File: config.mk
export PLATFORM = sky130hd
export DESIGN_NAME = vga_timing_gen
export DESIGN_NICKNAME = d
export VERILOG_FILES = /design/src/rtl/vga_timing_pkg.sv /design/src/rtl/vga_axis_counter.sv /design/src/rtl/vga_timing_gen.sv
export SDC_FILE = /design/constraint.sdc
export NUM_CORES = 1
export LEC_CHECK = 0
export BUFFER_PORTS_ARGS = -buffer_cell sky130_fd_sc_hd__buf_2
export CAP_MARGIN = 20
export CORE_ASPECT_RATIO = 2
export CORE_UTILIZATION = 35
export CTS_CLUSTER_SIZE = 14
export DETAILED_ROUTE_END_ITERATION = 7
export SKIP_LAST_GASP = 1
export SLEW_MARGIN = 25
export SYNTH_ARGS = -nofsm -noshare
export SYNTH_HDL_FRONTEND = slang
export SYNTH_SLANG_ARGS = --single-unit
File: constraint.sdc
create_clock -name clk -period 3.9 [get_ports clk]
set_clock_uncertainty 0.2 [all_clocks]
set_input_delay 0.78 -clock clk [delete_from_list [all_inputs] [get_ports clk]]
set_output_delay 0.78 -clock clk [all_outputs]
set_load 0.01 [all_outputs]
File: src/rtl/vga_timing_pkg.sv
// Shared VGA timing defaults (640x480@60) and derived totals, reused by the
// timing generator and the pixel generator.
package vga_timing_pkg;

  localparam int VGA_H_ACTIVE = 640;
  localparam int VGA_H_FP     = 16;
  localparam int VGA_H_SYNC   = 96;
  localparam int VGA_H_BP     = 48;
  localparam int VGA_V_ACTIVE = 480;
  localparam int VGA_V_FP     = 10;
  localparam int VGA_V_SYNC   = 2;
  localparam int VGA_V_BP     = 33;
  localparam int VGA_CNT_W    = 12;

  function automatic int axis_total(input int act, input int fp, input int sync, input int bp);
    return act + fp + sync + bp;
  endfunction

  localparam int VGA_H_TOTAL = axis_total(VGA_H_ACTIVE, VGA_H_FP, VGA_H_SYNC, VGA_H_BP);
  localparam int VGA_V_TOTAL = axis_total(VGA_V_ACTIVE, VGA_V_FP, VGA_V_SYNC, VGA_V_BP);

endpackage

File: src/rtl/vga_axis_counter.sv
// Modulo-MOD counter for one screen axis. Exposes the next count so callers
// can register decodes in step with the count itself.
module vga_axis_counter #(
  parameter int MOD   = 800,
  parameter int CNT_W = 12
) (
  input  logic             clk,
  input  logic             rst_n,
  input  logic             en,
  output logic [CNT_W-1:0] count,
  output logic [CNT_W-1:0] count_next,
  output logic             wrap
);

  localparam logic [CNT_W-1:0] LAST = CNT_W'(MOD - 1);

  // Next count and wrap strobe; wrap only fires on an enabled terminal count
  always_comb begin
    wrap = en && (count == LAST);
    if (!en) begin
      count_next = count;
    end else if (count == LAST) begin
      count_next = '0;
    end else begin
      count_next = count + {{(CNT_W-1){1'b0}}, 1'b1};
    end
  end

  // Count register
  always_ff @(posedge clk) begin
    if (!rst_n) begin
      count <= '0;
    end else begin
      count <= count_next;
    end
  end

endmodule

File: src/rtl/vga_timing_gen.sv
// VGA raster timing generator: pixel/line counters with sync, active-area and
// line/frame strobes, all registered so they line up with the counts.
module vga_timing_gen
  import vga_timing_pkg::*;
#(
  parameter int   H_ACTIVE = VGA_H_ACTIVE,
  parameter int   H_FP     = VGA_H_FP,
  parameter int   H_SYNC   = VGA_H_SYNC,
  parameter int   H_BP     = VGA_H_BP,
  parameter int   V_ACTIVE = VGA_V_ACTIVE,
  parameter int   V_FP     = VGA_V_FP,
  parameter int   V_SYNC   = VGA_V_SYNC,
  parameter int   V_BP     = VGA_V_BP,
  parameter logic HS_POL   = 1'b0,
  parameter logic VS_POL   = 1'b0,
  parameter int   CNT_W    = VGA_CNT_W
) (
  input  logic             clk,
  input  logic             rst_n,
  input  logic             pix_en,
  output logic [CNT_W-1:0] hcount,
  output logic [CNT_W-1:0] vcount,
  output logic             hsync,
  output logic             vsync,
  output logic             active,
  output logic             line_start,
  output logic             frame_start
);

  localparam int H_TOTAL = axis_total(H_ACTIVE, H_FP, H_SYNC, H_BP);
  localparam int V_TOTAL = axis_total(V_ACTIVE, V_FP, V_SYNC, V_BP);

  if (H_ACTIVE == 0 || H_FP == 0 || H_SYNC == 0 || H_BP == 0 ||
      V_ACTIVE == 0 || V_FP == 0 || V_SYNC == 0 || V_BP == 0) begin : g_zero_param
    $fatal(1, "vga_timing_gen: porch, sync and active widths must be non-zero");
  end
  if (longint'(H_TOTAL) > (longint'(1) << CNT_W) ||
      longint'(V_TOTAL) > (longint'(1) << CNT_W)) begin : g_cnt_overflow
    $fatal(1, "vga_timing_gen: H_TOTAL/V_TOTAL do not fit in CNT_W bits");
  end

  localparam logic [CNT_W-1:0] H_ACT_END = CNT_W'(H_ACTIVE);
  localparam logic [CNT_W-1:0] HS_START  = CNT_W'(H_ACTIVE + H_FP);
  localparam logic [CNT_W-1:0] HS_END    = CNT_W'(H_ACTIVE + H_FP + H_SYNC);
  localparam logic [CNT_W-1:0] V_ACT_END = CNT_W'(V_ACTIVE);
  localparam logic [CNT_W-1:0] VS_START  = CNT_W'(V_ACTIVE + V_FP);
  localparam logic [CNT_W-1:0] VS_END    = CNT_W'(V_ACTIVE + V_FP + V_SYNC);

  logic [CNT_W-1:0] h_next;
  logic [CNT_W-1:0] v_next;
  logic             h_wrap;
  logic             v_wrap;
  logic             hs_on;
  logic             vs_on;
  logic             act_on;

  vga_axis_counter #(.MOD(H_TOTAL), .CNT_W(CNT_W)) u_h_axis (
    .clk        (clk),
    .rst_n      (rst_n),
    .en         (pix_en),
    .count      (hcount),
    .count_next (h_next),
    .wrap       (h_wrap)
  );

  // The vertical axis advances only on a horizontal wrap, so its wrap is a frame wrap
  vga_axis_counter #(.MOD(V_TOTAL), .CNT_W(CNT_W)) u_v_axis (
    .clk        (clk),
    .rst_n      (rst_n),
    .en         (h_wrap),
    .count      (vcount),
    .count_next (v_next),
    .wrap       (v_wrap)
  );

  // Decode from the next counts so the registered outputs match the new counts
  always_comb begin
    hs_on  = (h_next >= HS_START) && (h_next < HS_END);
    vs_on  = (v_next >= VS_START) && (v_next < VS_END);
    act_on = (h_next < H_ACT_END) && (v_next < V_ACT_END);
  end

  // Output registers
  always_ff @(posedge clk) begin
    if (!rst_n) begin
      hsync       <= ~HS_POL;
      vsync       <= ~VS_POL;
      active      <= 1'b1;
      line_start  <= 1'b0;
      frame_start <= 1'b0;
    end else begin
      hsync       <= hs_on ? HS_POL : ~HS_POL;
      vsync       <= vs_on ? VS_POL : ~VS_POL;
      active      <= act_on;
      line_start  <= h_wrap;
      frame_start <= v_wrap;
    end
  end

endmodule

==> flow_results.org, run 1 <==
** Worst hold path
- Counting instances, the worst hold path has a depth of 2.
- Hold WC Path Type :: reg2reg
- Min-Delay Startpoint :: u_h_axis.count[1]$_SDFF_PN0_

** Routing
- Total vias in the final route :: 1,692
- Post-route DRC :: 0
- In the routed layout, each cell is associated on average with a via count of 5.74.
- In the final routed layout, each cell accounts on average for 16.2 um.
- In this run the remaining antenna-violating nets after routing total 0.
- The first routing iteration left 28 violations.
- After detailed routing, the total wire length is 4770 um.
- Number of optimization iterations in the first detailed-route pass :: 4

** STA
- Worst-case headroom to the max-slew limit :: 58.2%
- Final worst hold slack :: 0.341 ns
- The number of max-slew violations in the final report came to 0.
- Slew at the pin closest to its max-slew limit :: 0.621 ns
- Final setup violation count :: 0
- Setup slack closes at 0.696 ns.
- After routing, the total negative slack on setup checks comes to 0 ns.
- Min cycle time layout :: 3.20 ns
- Final Hold Vio Count :: 0
- Setup repair after global routing left no endpoint under its margin.
- Peak Freq :: 312 MHz
- Of the available clock period, the critical path in the final layout requires 82.2%.

** Placement
- Pre-CTS setup slack :: 0.709 ns
- Port buffering added 31 buffers.
- Post-DP HPWL :: 3640 um
- Post-Place Cells :: 288
- The congestion estimate from routability-driven global placement came to 0.917.

** GRT
- The via count of the first global-routing pass was 1,633.
- Wire length of the first global-routing pass :: 7690 um
- The initial antenna violation count was 0.
- Entering global routing, the biggest net connects 17 pins.
- Global routing finished with a remaining overflow of 0.
- GRT Util Overall :: 20.5%

** Synth
- Summing every instance area after synthesis gives 1670 sq um.
- Number of nets in the synthesized netlist :: 215
- Number of flip-flops and latches in the synthesized netlist :: 29
- Post-synth cell types :: 43
- The cell count after synthesis came out at 209.
- For this run, the number of Yosys warnings is 0.
- After synthesis, the mean cell area works out to 7.97 sq um.
- Most used DFF post-synth :: dfxtp_1
- Sequential share of the synthesized area :: 34.9%
- Number of flops mapped to enable cells by yosys :: 0
- Of all flip-flops after synthesis, the portion carrying an async set or reset was 0%.

** Layout
- The net count of the finished layout is 246.
- 0 antenna diodes ended up in the layout.
- Filler instances :: 515
- The post-route netlist has 20.0% of its cells at a drive strength greater than 1.
- The count of cells in the finished layout, fillers not included, comes to 295.
- Area overhead of the layout relative to synthesis :: 17.1%

** Clock network
- The clock passes through at most 2 buffers.
- CTS Root Cell :: clkbuf_8
- Cts hold-fix bufs :: 0
- Once the clock tree was built, the setup fixing pass inserted 0 buffers.
- Counting the buffers created by CTS gives 5.
- CTS built an H-tree with a depth of 2.
- For the worst-skew pair, the clock arrives at the later sink with an insertion delay of 0.28 ns.
- Clock tree from TritonCTS :: yes
- Clock-pin slew was measured on the worst setup and hold paths at 0.06 ns.
- Clock tree synthesis found a total of 29 sinks.
- Post-CTS repair changed the size of 0 cells.

** Setup path
- Startpoint of the lowest-slack register-to-register path :: u_h_axis.count[0]$_SDFF_PN0_
- Data arrival time of the critical path :: 3.13 ns
- STA classifies the critical path endpoint as a register.
- Maximum net fanout on the critical path :: 8
- Counting cells, the worst reg-to-reg path comes to 8.
- Critical Path Start Type :: register
- At the worst endpoint, the required time is 3.83 ns.
- The critical path starts at u_h_axis.count[0]$_SDFF_PN0_.
- The worst setup path is of the reg2reg kind.

** Power
- The worst-case IR drop observed on VDD is 0.142 mV.
- For this design the static power due to leakage is 0.760 nW.
- Power Dens Cells :: 291 nW/um^2

** Floorplan
- Vertical extent of the die :: 99.6 um
- Starting density of the core :: 36.2%
- The core region is 4600 sq um.
- In this run the horizontal extent of the chip is 50.8 um.
- Die Outline Area :: 5050 sq um
- Total number of placement rows :: 35
- IO Count :: 32

** Run status
- Outcome :: finished, final reports clean

** Flow run
- Max-cap violations in this run came to 0.
==> final cells by class <==
class	instances	area, sq um	area share [%]
inverter	9	33.8	1.73
timing repair buffer	33	170	8.72
tap	55	68.8	3.53
multi-input combinational	162	1010	51.8
sequential	29	581	29.8
clock buffer	7	86.3	4.43
==> layer usage <==
metal,part of all wire [%],vias to the layer above,GRT usage (%),wire [um]
li1,-,820,-,-
met1,37,791,18.3,1770
met2,55,58,39.8,2640
met3,3.1,23,3.36,148
met4,4.5,0,13.2,214
met5,0,-,0,0
==> where the power goes <==
part           internal [mW]  switching, mW
Sequential             0.298        0.00264
Combinational        0.00428         0.0116
Clock                  0.140          0.111
Total                  0.442          0.125
==> logic make-up (layout without fill, tap and decap cells) <==
logic type / after synthesis / after routing / share of synthesized area, %
fa+ha+maj: 3 / 3 / 2.25
xor+xnor: 15 / 15 / 7.89
flops: 29 / 29 / 34.9
simple gates: 101 / 101 / 34.1
compound gates: 40 / 40 / 14.7
mux: 3 / 3 / 1.80
buf+inv: 18 / 49 / 4.43
==> metrics by stage <==
step	area [sq um]	power [mW]	utilization [%]
final	1950	0.567	42.4
after global routing	1950	0.589	42.4
after CTS	1950	0.577	42.4
after detailed placement	1860	0.323	40.5
after global placement	1860	0.323	40.5
after floorplan	1670	0.316	-
==> critical path: stages (launching register included) <==
cell,delay (ns)
dfxtp_1,0.45
ha_1,0.30
nand4_1,0.31
or3_4,0.50
nor2_1,0.28
buf_4,0.23
nand3_1,0.17
a2111oi_2,0.44
o2111ai_1,0.17
==> worst paths after layout <==
check	slack (ns)	endpoint
hold reg to reg	0.34	u_h_axis.count[1]$_SDFF_PN0_
hold / removal	0.34	u_h_axis.count[1]$_SDFF_PN0_
setup reg to reg	0.70	vsync$_SDFF_PN1_
setup / recovery	0.70	vsync$_SDFF_PN1_
==> cell usage in the layout (no fill, tap or decap), types with 4 or more instances in the layout <==
cell / instances
dfxtp_1: 29
xor2_1: 8
nor3_1: 5
nor2_1: 29
buf_2: 31
nand3_1: 8
xnor2_1: 7
inv_1: 9
clkbuf_8: 6
nand2_1: 14
nand4_1: 10
and4_1: 4
a21oi_1: 16
o21ai_0: 8
==> cells in the mapped netlist, types with 2 or more instances <==
cell,n,area (sq um)
nor3_1,5,25.0
or3_1,3,18.8
and3_1,3,18.8
inv_1,9,33.8
o21ai_0,8,40.0
or4_4,2,22.5
nand3b_1,2,15.0
o21ai_1,2,10.0
and2_1,3,18.8
a31oi_1,3,18.8
nor4_1,2,12.5
ha_1,3,37.5
nand2_1,14,52.6
a211oi_1,2,15.0
xnor2_1,7,61.3
or2_2,3,18.8
dfxtp_1,29,581
nand4_1,10,62.6
nand4b_1,3,26.3
xor2_1,8,70.1
nor2_1,29,109
clkbuf_1,6,22.5
or4_1,3,22.5
and4_1,4,35.0
nand2b_1,2,12.5
nand3_1,8,40.0
mux2i_1,3,30.0
buf_2,2,10.0
o31ai_1,2,15.0
a21oi_1,16,80.1
==> flip-flops by register name, indices dropped and copies added (netlist names) <==
| register | flops |
|---|---|
| vsync | 1 |
| frame_start | 1 |
| line_start | 1 |
| u_v_axis.count | 12 |
| hsync | 1 |
| active | 1 |
| u_h_axis.count | 12 |
Power figures use the tool's default switching activity.
==> run 2: changes to the inputs <==
==> constraint.sdc (replaced) <==
create_clock -name clk -period 3.2 [get_ports clk]
set_clock_uncertainty 0.2 [all_clocks]
set_input_delay 0.64 -clock clk [delete_from_list [all_inputs] [get_ports clk]]
set_output_delay 0.64 -clock clk [all_outputs]
set_load 0.01 [all_outputs]
==> run 2 against run 1 <==
Sequential share of layout area decreased by 0.40 points; combinational power increased by 22%; routed wire length increased by 1.5%; critical path depth unchanged; worst setup slack got worse by 0.33 ns; non-clock buffer count increased by 4; critical endpoint unchanged; worst hold slack got worse by 0.0092 ns; flip-flop and latch count unchanged; largest power group unchanged; via count increased by 0.18%; register-to-register slack got worse by 0.33 ns; first-iteration DRC count increased by 39%.
==> flow_results.org, run 2 (synthesis gave the netlist of run 1 again) <==
** Clock network
- Hold repair after CTS inserted 0 buffers.
- Buffers inserted during clock tree synthesis total 5.
- Number of levels the H-tree was split into :: 2
- In this run the clock root is driven by a clkbuf_8.
- TritonCTS built the clock tree.
- Clock-pin slew was measured on the worst setup and hold paths at 0.07 ns.
- The number of gates resized after CTS was 0.
- Counting along the longest clock path gives a buffer depth of 2.
- Clock net sink count :: 29
- Once the clock tree was built, the setup fixing pass inserted 0 buffers.
- Worst skew pair latency :: 0.28 ns

** Placement
- Once placement finished, the instance area stood at 1890 sq um.
- Post-DP HPWL :: 3640 um
- Routability-driven placement congestion ratio :: 0.973
- Number of port buffers :: 31
- Timing analysis after detailed placement gives a worst setup slack of 0.415 ns.

** Routing
- Detailed-routing wirelength on met1 :: 1720 um
- The highest layer touched by signal routing is met4.
- For this block, the routed nets add up to 4850 um of wire.
- DR vias/cell :: 5.65
- Met2 layer wire length in the routed design :: 2670 um
- Total vias in the final route :: 1,695
- In this run the remaining antenna-violating nets after routing total 0.
- Per-cell routed wire length :: 16.2 um
- For this block, the initial DRC count from the detailed router was 39.
- Number of optimization iterations in the first detailed-route pass :: 4
- Met3 routed wirelength :: 201 um
- Post-route DRC :: 0

** GRT
- GRT Util Overall :: 21.4%
- Wire length of the first global-routing pass :: 7990 um
- Entering global routing, the biggest net connects 17 pins.
- The via count of the first global-routing pass was 1,658.
- The initial antenna violation count is 0.
- Remaining global-route overflow :: 0

** STA
- Ratio of final minimum period to clock period :: 88.4%
- Slew at the pin closest to its max-slew limit :: 0.592 ns
- Sum of negative setup slack :: 0 ns
- Slew Limit Fails :: 0
- Final worst hold slack :: 0.332 ns
- Final Hold Vio Count :: 0
- Setup violations remaining at the end of the flow were counted as 0.
- The worst pin sits at a relative slew slack of 60.5%.
- Static timing analysis puts the maximum clock frequency at 353 MHz.
- The routed design could run at a clock period as short as 2.83 ns.
- Unrepaired setup endpoints after global routing :: no
- Min setup slack post-route :: 0.371 ns

** Layout
- Ant diodes :: 0
- Most frequent cells in the layout :: 31 x buf_2, 29 x nor2_1, 29 x dfxtp_1
- Leading cell type in the layout, fill and taps excluded :: buf_2
- Final standard cell area without fillers :: 1980 sq um
- Count of nets after finishing :: 250
- In the final layout, the registers with the most flip-flops are u_h_axis.count x12, u_v_axis.count x12.
- Core occupancy in the finished layout :: 43.0%
- Ratio of cells with drive above 1 in the final layout :: 21.6%
- The area growth from synthesis to layout is 18.7%.

** Setup path
- For the worst setup path, the data required time is 3.15 ns.
- Critical path capture point type :: register
- Counting cells, the worst reg-to-reg path comes to 8.
- Startpoint of the lowest-slack register-to-register path :: u_h_axis.count[0]$_SDFF_PN0_
- Maximum net fanout on the critical path :: 8
- Launch point of the critical path :: u_h_axis.count[0]$_SDFF_PN0_
- Standard cell with the maximum stage delay on the critical path :: or3_4
- The largest single stage delay on the critical path is 0.49 ns.
- Critical Path Start Type :: register
- Crit Path Category :: reg2reg
- Data arrival time of the critical path :: 2.78 ns
- Traced cell by cell, the critical path runs through ha_1 -> nand4_1 -> or3_4 -> nor2_1 -> buf_4 -> nand3_1 -> mux2i_1 -> o2111ai_1.

** Power
- The analysis attributes to net switching a power of 0.161 mW.
- Proportion of total power due to net switching :: 23.7%
- The share of total power dissipated in sequential elements is 53.9%.
- Combinational cells account for 2.8% of the total power.
- Static Leakage :: 0.783 nW
- In this run the power density over the cells is 344 nW/um^2.
- Internal power summed over all cells :: 0.518 mW
- Clock network power share :: 43.3%
- VDD sags by at most 0.432 mV.

** Floorplan
- Horizontal die dimension :: 50.8 um
- Core Box Area :: 4600 sq um
- Die Outline Area :: 5050 sq um
- Once the floorplan was initialized, standard cells occupied 36.2% of the core.
- IO Count :: 32
- Vertical extent of the die :: 99.6 um
- Total number of placement rows :: 35

** Run status
- The run finished with clean final reports.

** Worst hold path
- Hold WC Path Type :: reg2reg
- Along the worst hold path, the cell count comes to 2.
- Min-Delay Startpoint :: u_h_axis.count[1]$_SDFF_PN0_

** Flow run
- # Max-Cap Violations :: 0
[run 2: changes by cell type in the layout (fill, tap and decap cells not counted)]
cell,before,now
clkinv_2,0,2
buf_4,2,6
clkbuf_8,6,5
[run 2: power by group through the flow]
stage / combinational (mW) / sequential (mW) / clock, mW
after global routing: 0.0216 / 0.366 / 0.316
after CTS: 0.0196 / 0.366 / 0.299
after global placement: 0.0197 / 0.374 / 0
after floorplan: 0.0111 / 0.374 / 0
after detailed placement: 0.0197 / 0.374 / 0
final: 0.0193 / 0.366 / 0.294
[run 2: worst paths after layout]
path,to,slack [ns]
max,vsync$_SDFF_PN1_,0.37
min,u_h_axis.count[1]$_SDFF_PN0_,0.33
max reg2reg,vsync$_SDFF_PN1_,0.37
min reg2reg,u_h_axis.count[1]$_SDFF_PN0_,0.33
[run 2: area by class of cell]
class	instances	area (sq um)
fill	485	2620
multi-input combinational	162	1010
sequential	29	581
timing repair buffer	37	200
clock buffer	6	72.6
tap	55	68.8
inverter	9	33.8
clock inverter	2	10.0
[run 2: worst max-delay path, delay by kind of cell (launching register included)]
family          cells  cell delay [ns]
simple gates        4             1.13
buf+inv             1             0.23
mux                 1             0.27
fa+ha+maj           1             0.29
compound gates      1             0.16
flops               1             0.44
[run 2: layer usage]
metal  global-route usage (%)  vias to the layer above
met4                     14.7                        0
met5                        0                        -
met3                     3.67                       19
met2                     39.4                       70
li1                         -                      829
met1                     20.4                      777
[run 2: through the flow]
step | instances | power, mW
floorplan | 209 | 0.386
global placement | 292 | 0.393
detailed placement | 292 | 0.394
CTS | 300 | 0.684
global route | 300 | 0.704
finish | 300 | 0.679
==> run 3: changes to the inputs <==
--- a/config.mk
+++ b/config.mk
@@ -15,4 +15,5 @@
 export SLEW_MARGIN = 25
 export SYNTH_ARGS = -nofsm -noshare
 export SYNTH_HDL_FRONTEND = slang
+export SYNTH_HIERARCHICAL = 1
 export SYNTH_SLANG_ARGS = --single-unit
==> run 3 against run 2 <==
Highest routed layer unchanged; non-clock buffer count is 3 higher; clock power is 13% higher; critical path depth is 2 higher; flip-flop and latch count stayed put; worst hold slack better by 0.099 ns; register-to-register slack worse by 0.22 ns; via count is 23% lower.
==> flow_results.org, run 3 <==
** Power
- Maximum VDD drop :: 0.205 mV
- Clock network power share :: 46.4%
- Proportion of total power due to net switching :: 21.3%
- Sw Pwr :: 0.152 mW
- The share of total power dissipated in sequential elements is 50.9%.
- Power Dens Cells :: 393 nW/um^2
- Static Leakage :: 0.816 nW
- The internal portion of the total power is 0.565 mW.
- Combinational logic is responsible for 2.8% of the overall power.

** GRT
- Via count of the first global-routing pass :: 1,253
- Maximum number of pins on one net before global-route repair :: 18
- Global routing consumed, on the met2 layer, 32.1% of the routing resources.
- Global routing used 17.1% of the available met1 tracks.
- Wire length of the first global-routing pass :: 5620 um
- After global routing, the most crowded layer is met2.
- Number of antenna violations at the first check in global routing :: 0
- GRT Util Overall :: 17.9%
- Remaining global-route overflow :: 0
- Global routing met3 resource utilization :: 3.86%

** Synth
- Counting flops with an async set or reset pin after synthesis yields a share of 0%.
- Synthesis produced a netlist with a net count of 169.
- The synthesized design contains 29 register bits.
- After Yosys synthesis, and, or, nand and nor cells account for 37.2% of the synthesized area.
- Yosys mapped the design onto 42 distinct sky130hd cell types.
- Synthesized area per cell :: 8.93 sq um
- After Yosys synthesis, full adders, half adders and majority gates account for 2.58% of the synthesized area.
- Most common library cells after synthesis :: 29 x dfxtp_1, 19 x nor2_1, 10 x nand2_1, 10 x xor2_1
- The largest total area in the synthesized netlist belongs to dfxtp_1.
- Fraction of synthesized area in multiplexers :: 0.688%
- The share of synthesized area in the top cell type comes to 39.9%.
- By area the synthesized netlist is led by dfxtp_1 40%, xor2_1 6.0%, xnor2_1 5.4%, nor2_1 4.9%, and2_1 3.9%.
- Synth warnings :: 6
- After synthesis, the largest family of logic cells by area is simple AND/OR/NAND/NOR gates.
- Post-Synth XOR/XNOR Area :: 11.4%
- Most used standard cell by instance count after synthesis :: dfxtp_1
- The cell area that synthesis handed to floorplanning was 1460 sq um.
- Among all flip-flop cells after synthesis, the most frequent one is dfxtp_1.
- Summing the areas of all compound-gate instances in the mapped netlist gives 3.78% of the synthesized area.
- Synthesis produced 163 cells.
- Yosys mapped a number of flops with a built-in enable equal to 0.
- The share of the Yosys chip area taken by registers is 39.9%.

** Routing
- For this block, the via count after detailed routing is 1,306.
- The routed design has 3530 um of wire.
- Number of antenna-violating nets in the routed design :: 0
- Post-route DRC :: 0
- 1st-iter DRT viols :: 27
- Number of optimization iterations in the first detailed-route pass :: 4
- After detailed routing, the average wire length per cell comes to 13.7 um.
- Using the TritonRoute via totals, the vias-per-cell ratio works out to 5.06.

** Setup path
- Critical path capture point type :: register
- The endpoint identified for the worst register-to-register timing path is vsync$_SDFF_PN1_.
- The number of cells on the worst reg-to-reg path is 10.
- For this run, the slowest stage of the critical path takes 0.54 ns.
- Setup slack on the worst reg-to-reg path comes out at 0.15 ns.
- Of all nets on the critical path, the largest fanout is 5.
- Cell-by-cell listing of the critical path :: or4_4 -> or4_4 -> clkinv_4 -> nand4_1 -> buf_4 -> nor3_2 -> xnor2_1 -> nor2_1 -> nor3_1 -> or4b_1
- Data arrival time of the critical path :: 3.01 ns
- The setup path with the least slack is of type reg2reg.
- Startpoint of the lowest-slack register-to-register path :: u_h_axis/count[10]$_SDFF_PN0_
- For this design, the slowest cell found on the critical path is or4_4.
- Most Frequent Cell on Critical Path :: or4_4
- At the worst endpoint, the required time is 3.16 ns.
- The worst setup path is launched from a register.

** Clock network
- Clock tree from TritonCTS :: yes
- Clock slew seen by the registers of the worst setup and hold paths :: 0.06 ns
- In this run the clock root is driven by a clkbuf_8.
- For this design, the sink count on the clock tree is 29.
- The clock passes through at most 2 buffers.
- Worst skew pair latency :: 0.28 ns
- Number of levels the H-tree was split into :: 2
- Hold repair after CTS inserted 0 buffers.
- Counting the buffers created by CTS gives 5.

** STA
- Slew Limit Fails :: 0
- Min cycle time layout :: 3.05 ns
- Setup violations remaining at the end of the flow were counted as 0.
- The number of hold-slack violations in the final timing report was 0.
- Setup repair after global routing left no endpoint under its margin.
- Slew at the pin closest to its max-slew limit :: 0.483 ns
- For the final routed database, the setup TNS stands at 0 ns.
- Headroom to the max-slew limit came out at 67.3%.
- Of the available clock period, the critical path in the final layout requires 95.2%.
- Based on the critical path, the design can be clocked at up to 328 MHz.
- Once routing completed, OpenROAD measured the worst setup slack at 0.153 ns.

** Placement
- Post-DP HPWL :: 2710 um
- Pre-CTS setup slack :: 0.0793 ns
- Routability-driven placement congestion ratio :: 0.859
- In this run the tool buffered the top-level ports with 31 buffer cells.
- Once placement finished, the instance area stood at 1710 sq um.

** Floorplan
- Total number of placement rows :: 32
- The floorplan step defined a core boundary enclosing 3920 sq um.
- IO Count :: 32
- For this configuration, the core starts out at a cell density of 37.1%.
- Measured along the x axis, the die boundary spans 47.6 um.
- The die is 93.2 um tall.
- Die Outline Area :: 4440 sq um

** Run status
- Outcome :: finished, final reports clean

** Worst hold path
- The worst hold path passes through 3 cells.
- Min-Delay Startpoint :: u_h_axis/count[1]$_SDFF_PN0_
- Endpoint of the worst hold path :: u_h_axis/count[1]$_SDFF_PN0_
- The worst hold path belongs to the class reg2reg.

** Flow run
- Max-cap violations in this run came to 0.

** Layout
- Leading cell type in the layout, fill and taps excluded :: buf_2
- Ratio of cells with drive above 1 in the final layout :: 30.0%
- 0 antenna diodes ended up in the layout.
- The largest registers in the layout are u_h_axis/count x12, u_v_axis/count x12.
- Summing all non-filler instances in the final layout gives an area of 1820 sq um.
- Count of nets after finishing :: 212
- Area overhead of the layout relative to synthesis :: 25.3%
- Most frequent cells in the layout :: 31 x buf_2, 29 x dfxtp_1, 19 x nor2_1
-- run 3: metrics by stage --
| stage | hold WS [ns] | power [mW] | instances | utilization [%] |
|---|---|---|---|---|
| after floorplan | 0.405 | 0.382 | 163 | - |
| after global placement | 0.409 | 0.393 | 249 | 43.6 |
| after detailed placement | 0.422 | 0.393 | 249 | 43.6 |
| after CTS | 0.434 | 0.730 | 257 | 46.1 |
| after global routing | 0.475 | 0.743 | 258 | 46.5 |
| final | 0.431 | 0.717 | 258 | 46.5 |
-- run 3: final cells by class --
class                           count  area, sq um
Clock buffer                        7         96.3
Sequential cell                    29          581
Multi-Input combinational cell    121          816
Tap cell                           51         63.8
Fill cell                         416         2100
Timing Repair Buffer               40          223
Inverter                            9         38.8
Clock inverter                      1         5.00
-- run 3: power groups by stage --
| stage | Combinational, mW | Sequential (mW) | Clock, mW |
|---|---|---|---|
| finish | 0.0198 | 0.365 | 0.333 |
| floorplan | 0.00869 | 0.374 | 0 |
| global route | 0.0217 | 0.365 | 0.357 |
| CTS | 0.0203 | 0.365 | 0.345 |
| global placement | 0.0204 | 0.373 | 0 |
| detailed placement | 0.0200 | 0.373 | 0 |
-- run 3: routing by layer --
| metal | vias to the layer above | part of all wire (%) | wire [um] |
|---|---|---|---|
| li1 | 650 | - | - |
| met1 | 600 | 37 | 1310 |
| met2 | 46 | 55 | 1950 |
| met3 | 10 | 4.6 | 163 |
| met4 | 0 | 2.9 | 104 |
| met5 | - | 0 | 0 |
-- run 3: worst max path at each step --
stage	start	to	cells after the start
final	u_h_axis/count[10]$_SDFF_PN0_	vsync$_SDFF_PN1_	10
after global routing	u_h_axis/count[10]$_SDFF_PN0_	vsync$_SDFF_PN1_	8
after CTS	u_h_axis/count[10]$_SDFF_PN0_	vsync$_SDFF_PN1_	9
after detailed placement	u_h_axis/count[10]$_SDFF_PN0_	vsync$_SDFF_PN1_	9
after global placement	u_h_axis/count[10]$_SDFF_PN0_	vsync$_SDFF_PN1_	9
after floorplan	u_h_axis/count[10]$_SDFF_PN0_	vsync$_SDFF_PN1_	10
-- run 3: critical path, delay by kind of cell (launching register included) --
| kind | cells | cell delay (ns) |
|---|---|---|
| buffers and inverters | 2 | 0.24 |
| DFF | 1 | 0.34 |
| xor gates and xnor gates | 1 | 0.16 |
| and+or+nand+nor | 7 | 1.97 |
-- run 3: what timing repair did --
action	4_1_cts	5_1_grt
gates resized for setup	0	1
setup endpoints to repair	0	1
buffers inserted	0	1
-- run 3: cell families (layout without fill, tap and decap cells) --
kind of cell,Yosys count,after routing
AO/OA/AOI/OAI,8,8
XOR/XNOR,19,19
adder cells (fa/ha/maj),3,3
buffers and inverters,13,57
flip-flops,29,29
multiplexers,1,1
AND/OR/NAND/NOR,90,90
